==> src/rtl/mem_port_arbiter_pkg.sv <==
// Shared definitions for the unified-memory port arbiter: FSM encodings,
// latency counter width and default word size.
package mem_port_arbiter_pkg;

  localparam int WORD_SIZE_DEF = 16;
  localparam int LAT_CNT_W     = 4;

  typedef enum logic [1:0] {
    ARB_IDLE  = 2'd0,
    ARB_I_ACC = 2'd1,
    ARB_D_ACC = 2'd2
  } arb_state_e;

  // Value loaded into the down-counter at grant; zero means "final access cycle".
  function automatic logic [LAT_CNT_W-1:0] lat_load(input int lat);
    return LAT_CNT_W'(lat - 1);
  endfunction

endpackage

==> src/rtl/access_counter.sv <==
// Resettable wrapping event counter with an increment enable.
module access_counter #(
  parameter int W = 16
) (
  input  logic         clk,
  input  logic         reset_n,
  input  logic         inc_i,
  output logic [W-1:0] count_o
);

  logic [W-1:0] count_q;

  // Count completed accesses; wraps naturally at 2^W.
  always_ff @(posedge clk or negedge reset_n) begin
    if (!reset_n) begin
      count_q <= {W{1'b0}};
    end else if (inc_i) begin
      count_q <= count_q + {{(W-1){1'b0}}, 1'b1};
    end else begin
      count_q <= count_q;
    end
  end

  assign count_o = count_q;

endmodule

==> src/rtl/mem_port_arbiter.sv <==
// Single-ported fixed-latency memory arbiter between instruction fetch and
// MEM-stage data access; data has priority, the just-served port is excluded.
module mem_port_arbiter
  import mem_port_arbiter_pkg::*;
#(
  parameter int WORD_SIZE = WORD_SIZE_DEF,
  parameter int LATENCY   = 2
) (
  input  logic                 clk,
  input  logic                 reset_n,
  input  logic                 i_req,
  input  logic [WORD_SIZE-1:0] i_addr,
  output logic [WORD_SIZE-1:0] i_data,
  output logic                 i_ready,
  input  logic                 d_read,
  input  logic                 d_write,
  input  logic [WORD_SIZE-1:0] d_addr,
  input  logic [WORD_SIZE-1:0] d_wdata,
  output logic [WORD_SIZE-1:0] d_rdata,
  output logic                 d_ready,
  output logic                 mem_read,
  output logic                 mem_write,
  output logic [WORD_SIZE-1:0] mem_addr,
  output logic [WORD_SIZE-1:0] mem_wdata,
  input  logic [WORD_SIZE-1:0] mem_rdata,
  output logic                 stall_if,
  output logic                 stall_mem,
  output logic [WORD_SIZE-1:0] i_count,
  output logic [WORD_SIZE-1:0] d_count,
  output logic                 err_rw
);

  localparam logic [LAT_CNT_W-1:0] LAT_LOAD = lat_load(LATENCY);
  localparam logic [WORD_SIZE-1:0] ZERO_W   = {WORD_SIZE{1'b0}};

  arb_state_e           state_q;
  logic [LAT_CNT_W-1:0] cnt_q;
  logic [WORD_SIZE-1:0] addr_q;
  logic [WORD_SIZE-1:0] wdata_q;
  logic                 is_write_q;
  logic                 err_q;

  logic busy_s, done_s, d_req_s, grant_d_s, grant_i_s, i_ready_s, d_ready_s;

  assign d_req_s   = d_read | d_write;
  assign busy_s    = (state_q != ARB_IDLE);
  assign done_s    = busy_s && (cnt_q == {LAT_CNT_W{1'b0}});
  assign i_ready_s = (state_q == ARB_I_ACC) && (cnt_q == {LAT_CNT_W{1'b0}});
  assign d_ready_s = (state_q == ARB_D_ACC) && (cnt_q == {LAT_CNT_W{1'b0}});

  // Grant decision: data first, but the port finishing at this edge sits out once.
  always_comb begin
    grant_d_s = 1'b0;
    grant_i_s = 1'b0;
    case (state_q)
      ARB_IDLE: begin
        grant_d_s = d_req_s;
        grant_i_s = !d_req_s && i_req;
      end
      ARB_I_ACC: begin
        if (done_s) grant_d_s = d_req_s;
        else        grant_d_s = 1'b0;
      end
      ARB_D_ACC: begin
        if (done_s) grant_i_s = i_req;
        else        grant_i_s = 1'b0;
      end
      default: begin
        grant_d_s = 1'b0;
        grant_i_s = 1'b0;
      end
    endcase
  end

  // FSM, access latches and latency down-counter.
  always_ff @(posedge clk or negedge reset_n) begin
    if (!reset_n) begin
      state_q    <= ARB_IDLE;
      cnt_q      <= {LAT_CNT_W{1'b0}};
      addr_q     <= ZERO_W;
      wdata_q    <= ZERO_W;
      is_write_q <= 1'b0;
      err_q      <= 1'b0;
    end else if (grant_d_s) begin
      state_q    <= ARB_D_ACC;
      cnt_q      <= LAT_LOAD;
      addr_q     <= d_addr;
      wdata_q    <= d_wdata;
      is_write_q <= d_write;
      err_q      <= err_q | (d_read & d_write);
    end else if (grant_i_s) begin
      state_q    <= ARB_I_ACC;
      cnt_q      <= LAT_LOAD;
      addr_q     <= i_addr;
      wdata_q    <= ZERO_W;
      is_write_q <= 1'b0;
    end else if (done_s) begin
      state_q <= ARB_IDLE;
    end else if (busy_s) begin
      cnt_q <= cnt_q - {{(LAT_CNT_W-1){1'b0}}, 1'b1};
    end else begin
      state_q <= state_q;
    end
  end

  assign i_ready   = i_ready_s;
  assign d_ready   = d_ready_s;
  assign i_data    = i_ready_s ? mem_rdata : ZERO_W;
  assign d_rdata   = (d_ready_s && !is_write_q) ? mem_rdata : ZERO_W;
  assign mem_read  = (state_q == ARB_I_ACC) || ((state_q == ARB_D_ACC) && !is_write_q);
  assign mem_write = (state_q == ARB_D_ACC) && is_write_q;
  assign mem_addr  = busy_s ? addr_q : ZERO_W;
  assign mem_wdata = busy_s ? wdata_q : ZERO_W;
  // Stalls are forced low while in reset so every output reads 0.
  assign stall_if  = reset_n && i_req && !i_ready_s;
  assign stall_mem = reset_n && d_req_s && !d_ready_s;
  assign err_rw    = err_q;

  access_counter #(.W(WORD_SIZE)) u_i_count (
    .clk     (clk),
    .reset_n (reset_n),
    .inc_i   (i_ready_s),
    .count_o (i_count)
  );

  access_counter #(.W(WORD_SIZE)) u_d_count (
    .clk     (clk),
    .reset_n (reset_n),
    .inc_i   (d_ready_s),
    .count_o (d_count)
  );

endmodule

==> config.mk <==
export PLATFORM = sky130hd
export DESIGN_NAME = mem_port_arbiter
export DESIGN_NICKNAME = d
export VERILOG_FILES = /design/src/rtl/mem_port_arbiter_pkg.sv /design/src/rtl/access_counter.sv /design/src/rtl/mem_port_arbiter.sv
export SDC_FILE = /design/constraint.sdc
export NUM_CORES = 1
export LEC_CHECK = 0
export ABC_AREA = 1
export BUFFER_PORTS_ARGS = -buffer_cell sky130_fd_sc_hd__buf_2
export CELL_PAD_IN_SITES_DETAIL_PLACEMENT = 0
export CELL_PAD_IN_SITES_GLOBAL_PLACEMENT = 1
export CORE_ASPECT_RATIO = 0.8
export CORE_MARGIN = 2
export CORE_UTILIZATION = 33
export DETAILED_ROUTE_END_ITERATION = 10
export GPL_TIMING_DRIVEN = 1
export PLACE_DENSITY_LB_ADDON = 0.1
export SLEW_MARGIN = 5
export SYNTH_ARGS = -nofsm -noshare
export SYNTH_HDL_FRONTEND = slang
export SYNTH_SLANG_ARGS = --single-unit
export TNS_END_PERCENT = 30
==> constraint.sdc <==
create_clock -name clk -period 2 [get_ports clk]
set_clock_uncertainty 0.1 [all_clocks]
set_input_delay 0.1 -clock clk [delete_from_list [all_inputs] [get_ports clk]]
set_output_delay 0.1 -clock clk [all_outputs]
set_load 0.005 [all_outputs]
==> metrics <==
synthesized flop and latch total 72; Reg clk slew, reported paths 60 ps; initial core utilization 0.336; Worst Max-Slew Pin Slew between 400 and 500 ps; Netlist cell types 31; Pwr per Cell Area 1190 nW/um^2; CTS tree built; DP HPWL slightly above 8 mm; Syn Inst Count 553; root buffer cell clkbuf_16; Final Hold Viols 0; Tmin final between 1500 and 2000 ps; Worst slew margin 0.732; LEAKAGE between 3 and 4 nW; WL/cell between 10 and 15 um; Post-Syn Area per Cell between 7 and 8 um^2; area grow syn2layout 42.3%; initial antenna violation count 0; top_reg_cell synth dfrtp_1; worst hold start d_addr[5]; worst skew pair latency ~330 ps; Ports 172; R2R setup slack 260 ps; Mapped Area just over 4000 um^2; CP startpoint state_q[1]; Final period util 0.944; synth top area cells dfrtp_1 44%, nand2_1 13%, nor2_1 8.6%; EDFF count, synth 0; DRC 0; Worst Path Max Fanout 10; number of H-tree levels 3; Layout Nets between 800 and 900; Die X 128 um; # diodes 0; Setup crit end kind output port; Final TNS setup 0 ps; Yosys top cell area share 0.443; Setup Fix Bufs, Post-CTS 0; CTS Buf Count 9; gr ovfl total 0; Pwr Total slightly below 7 mW; FP Rows 36; CTS sink cnt 72; Fin Hold WS 15.1 ps; Via density 4.44; DR pass1 iterations 4; Final Max Slew Viols 0; CP Class flop to output port; Reg-to-Reg Start cnt_q[0]; Die Y about 100 um; first-pass GRT wire length between 15 and 20 mm; register area share after synthesis 0.443; type of origin of the critical path flop; via count about 4100; Arr. time, crit path about 1700 ps; GRT Total Usage 0.165; Clock Tree Buf Depth 2; status completed; Max Fclk approximately 0.53 GHz; Starting DRT DRC Count about 130; vias in the first global route 3742; area leader, netlist dfrtp_1; Port Buffers 171; async set-reset flop share out of synthesis 1.00; RSZ-0062 raised after global routing yes; die area between 10000 and 15000 um^2; Setup-failing EPs final 0; ANT nets after route 0; Peak VDD IR between 0.6 and 0.7 mV; RD Place Congestion ~0.79; drt total wl between 10 and 15 mm; Synth warnings 0; CP required ~1800 ps; worst hold path class input port to flop; Core Footprint between 10000 and 15000 um^2; syn nets 625; max-cap violations 0; layout cell share with drive strength beyond 1 0.295; pin count of the biggest net entering global routing 73
## critical path, cell delays in order (launching register included)
cell and delay, ps:
dfrtp_1 580, nand2_1 170, nor2_2 210, buf_4 220
nor3_1 60, buf_2 120
## per-layer routing
layer  part of all wire  vias up  global-route usage
met5                  0        -                   0
met4              0.011        0              0.0482
met3              0.054        8              0.0489
met2               0.46      100               0.270
met1               0.48     1851               0.215
li1                   -     2112                   -
## power by group
part | internal [mW] | switching [mW] | total [mW]
registers | 1.90 | 0.268 | 2.17
logic | 1.25 | 1.84 | 3.09
clock network | 1.03 | 0.611 | 1.64
total | 4.18 | 2.72 | 6.90
## through the flow
| stage | area (um^2) | utilization | setup slack [ps] | instances |
|---|---|---|---|---|
| 2_1_floorplan | 4070 | - | 406 | 553 |
| 3_3_place_gp | 5100 | 0.421 | 167 | 867 |
| 3_5_place_dp | 5100 | 0.421 | 124 | 867 |
| 4_1_cts | 5770 | 0.476 | 9.09 | 917 |
| 5_1_grt | 5790 | 0.478 | -23.3 | 917 |
| 6_report | 5790 | 0.478 | 111 | 917 |
## cells by family (layout without fill, tap and decap cells)
group / Yosys count / in the layout / synth area share
compound gates: 43 / 43 / 0.0563
xor+xnor: 23 / 23 / 0.0495
fa+ha+maj: 3 / 3 / 0.00922
buf+inv: 98 / 310 / 0.105
flops: 72 / 72 / 0.443
simple gates: 314 / 314 / 0.337
## cell usage in the layout (no fill, tap or decap)
cell type      Yosys  final
buf_8              0      1
o21bai_1           1      1
nor2_8             1      1
inv_4              0      1
xnor2_1           10     10
clkinv_2           0      2
and2_2             1      1
inv_1             72     72
buf_4              8     12
dfrtp_1           72     71
buf_2              7    170
o21ai_1           34     34
nor2_4             2      2
nand3_4            1      1
clkinvlp_4         0      2
clkbuf_8           0      2
buf_12             0      2
o21ai_0            6      6
inv_2              3      2
ha_4               0      1
nor3_1            10     10
o221ai_1           1      1
and2_1             1      1
bufinv_16          0      1
nand3b_1           1      1
dlygate4sd3_1      0     34
clkbuf_16          0      9
nand2_2            3      2
nand3_1           49     49
o211ai_2           1      1
nand4_1            6      6
nor3_2             1      1
dfrtp_2            0      1
nand2_1          137    135
nor2_1            93     93
ha_1               3      2
nor2_2             5      5
xor2_1            13     13
nand2_4            3      6
## worst paths after layout
kind	depth (start not counted)	end
worst min register to register	1	err_rw
worst max-delay path	5	stall_mem
min in group asynchronous	3	u_d_count.count_o[6]
max in group asynchronous	3	state_q[0]
worst min-delay path	5	addr_q[5]
worst max register to register	9	addr_q[15]
## synthesized netlist by cell type (5+ instances only)
library cell	number
nor2_1	93
xor2_1	13
o21ai_1	34
buf_4	8
o21ai_0	6
nand4_1	6
xnor2_1	10
inv_1	72
nor3_1	10
dfrtp_1	72
nand3_1	49
buf_2	7
nand2_1	137
nor2_2	5
## final cells by class
type,count,area [um^2]
Inverter,75,284
Timing Repair Buffer,219,1340
Tap cell,152,190
Fill cell,1230,6320
Clock inverter,5,55.1
Multi-Input combinational cell,383,1870
Clock buffer,11,253
Sequential cell,72,1800
## flip-flops by register name (all words and copies together) (netlist names)
name and flops:
err_rw 1, u_d_count.count_o 16, u_i_count.count_o 16, state_q 2, is_write_q 1, cnt_q 4, wdata_q 16, addr_q 16
## what timing repair did
item	4_1_cts	5_1_grt
hold buffers	34	0
resized for setup	6	5
setup endpoints to repair	33	34
hold endpoints to repair	104	0
Note: power is estimated with default switching activity, not from simulation.
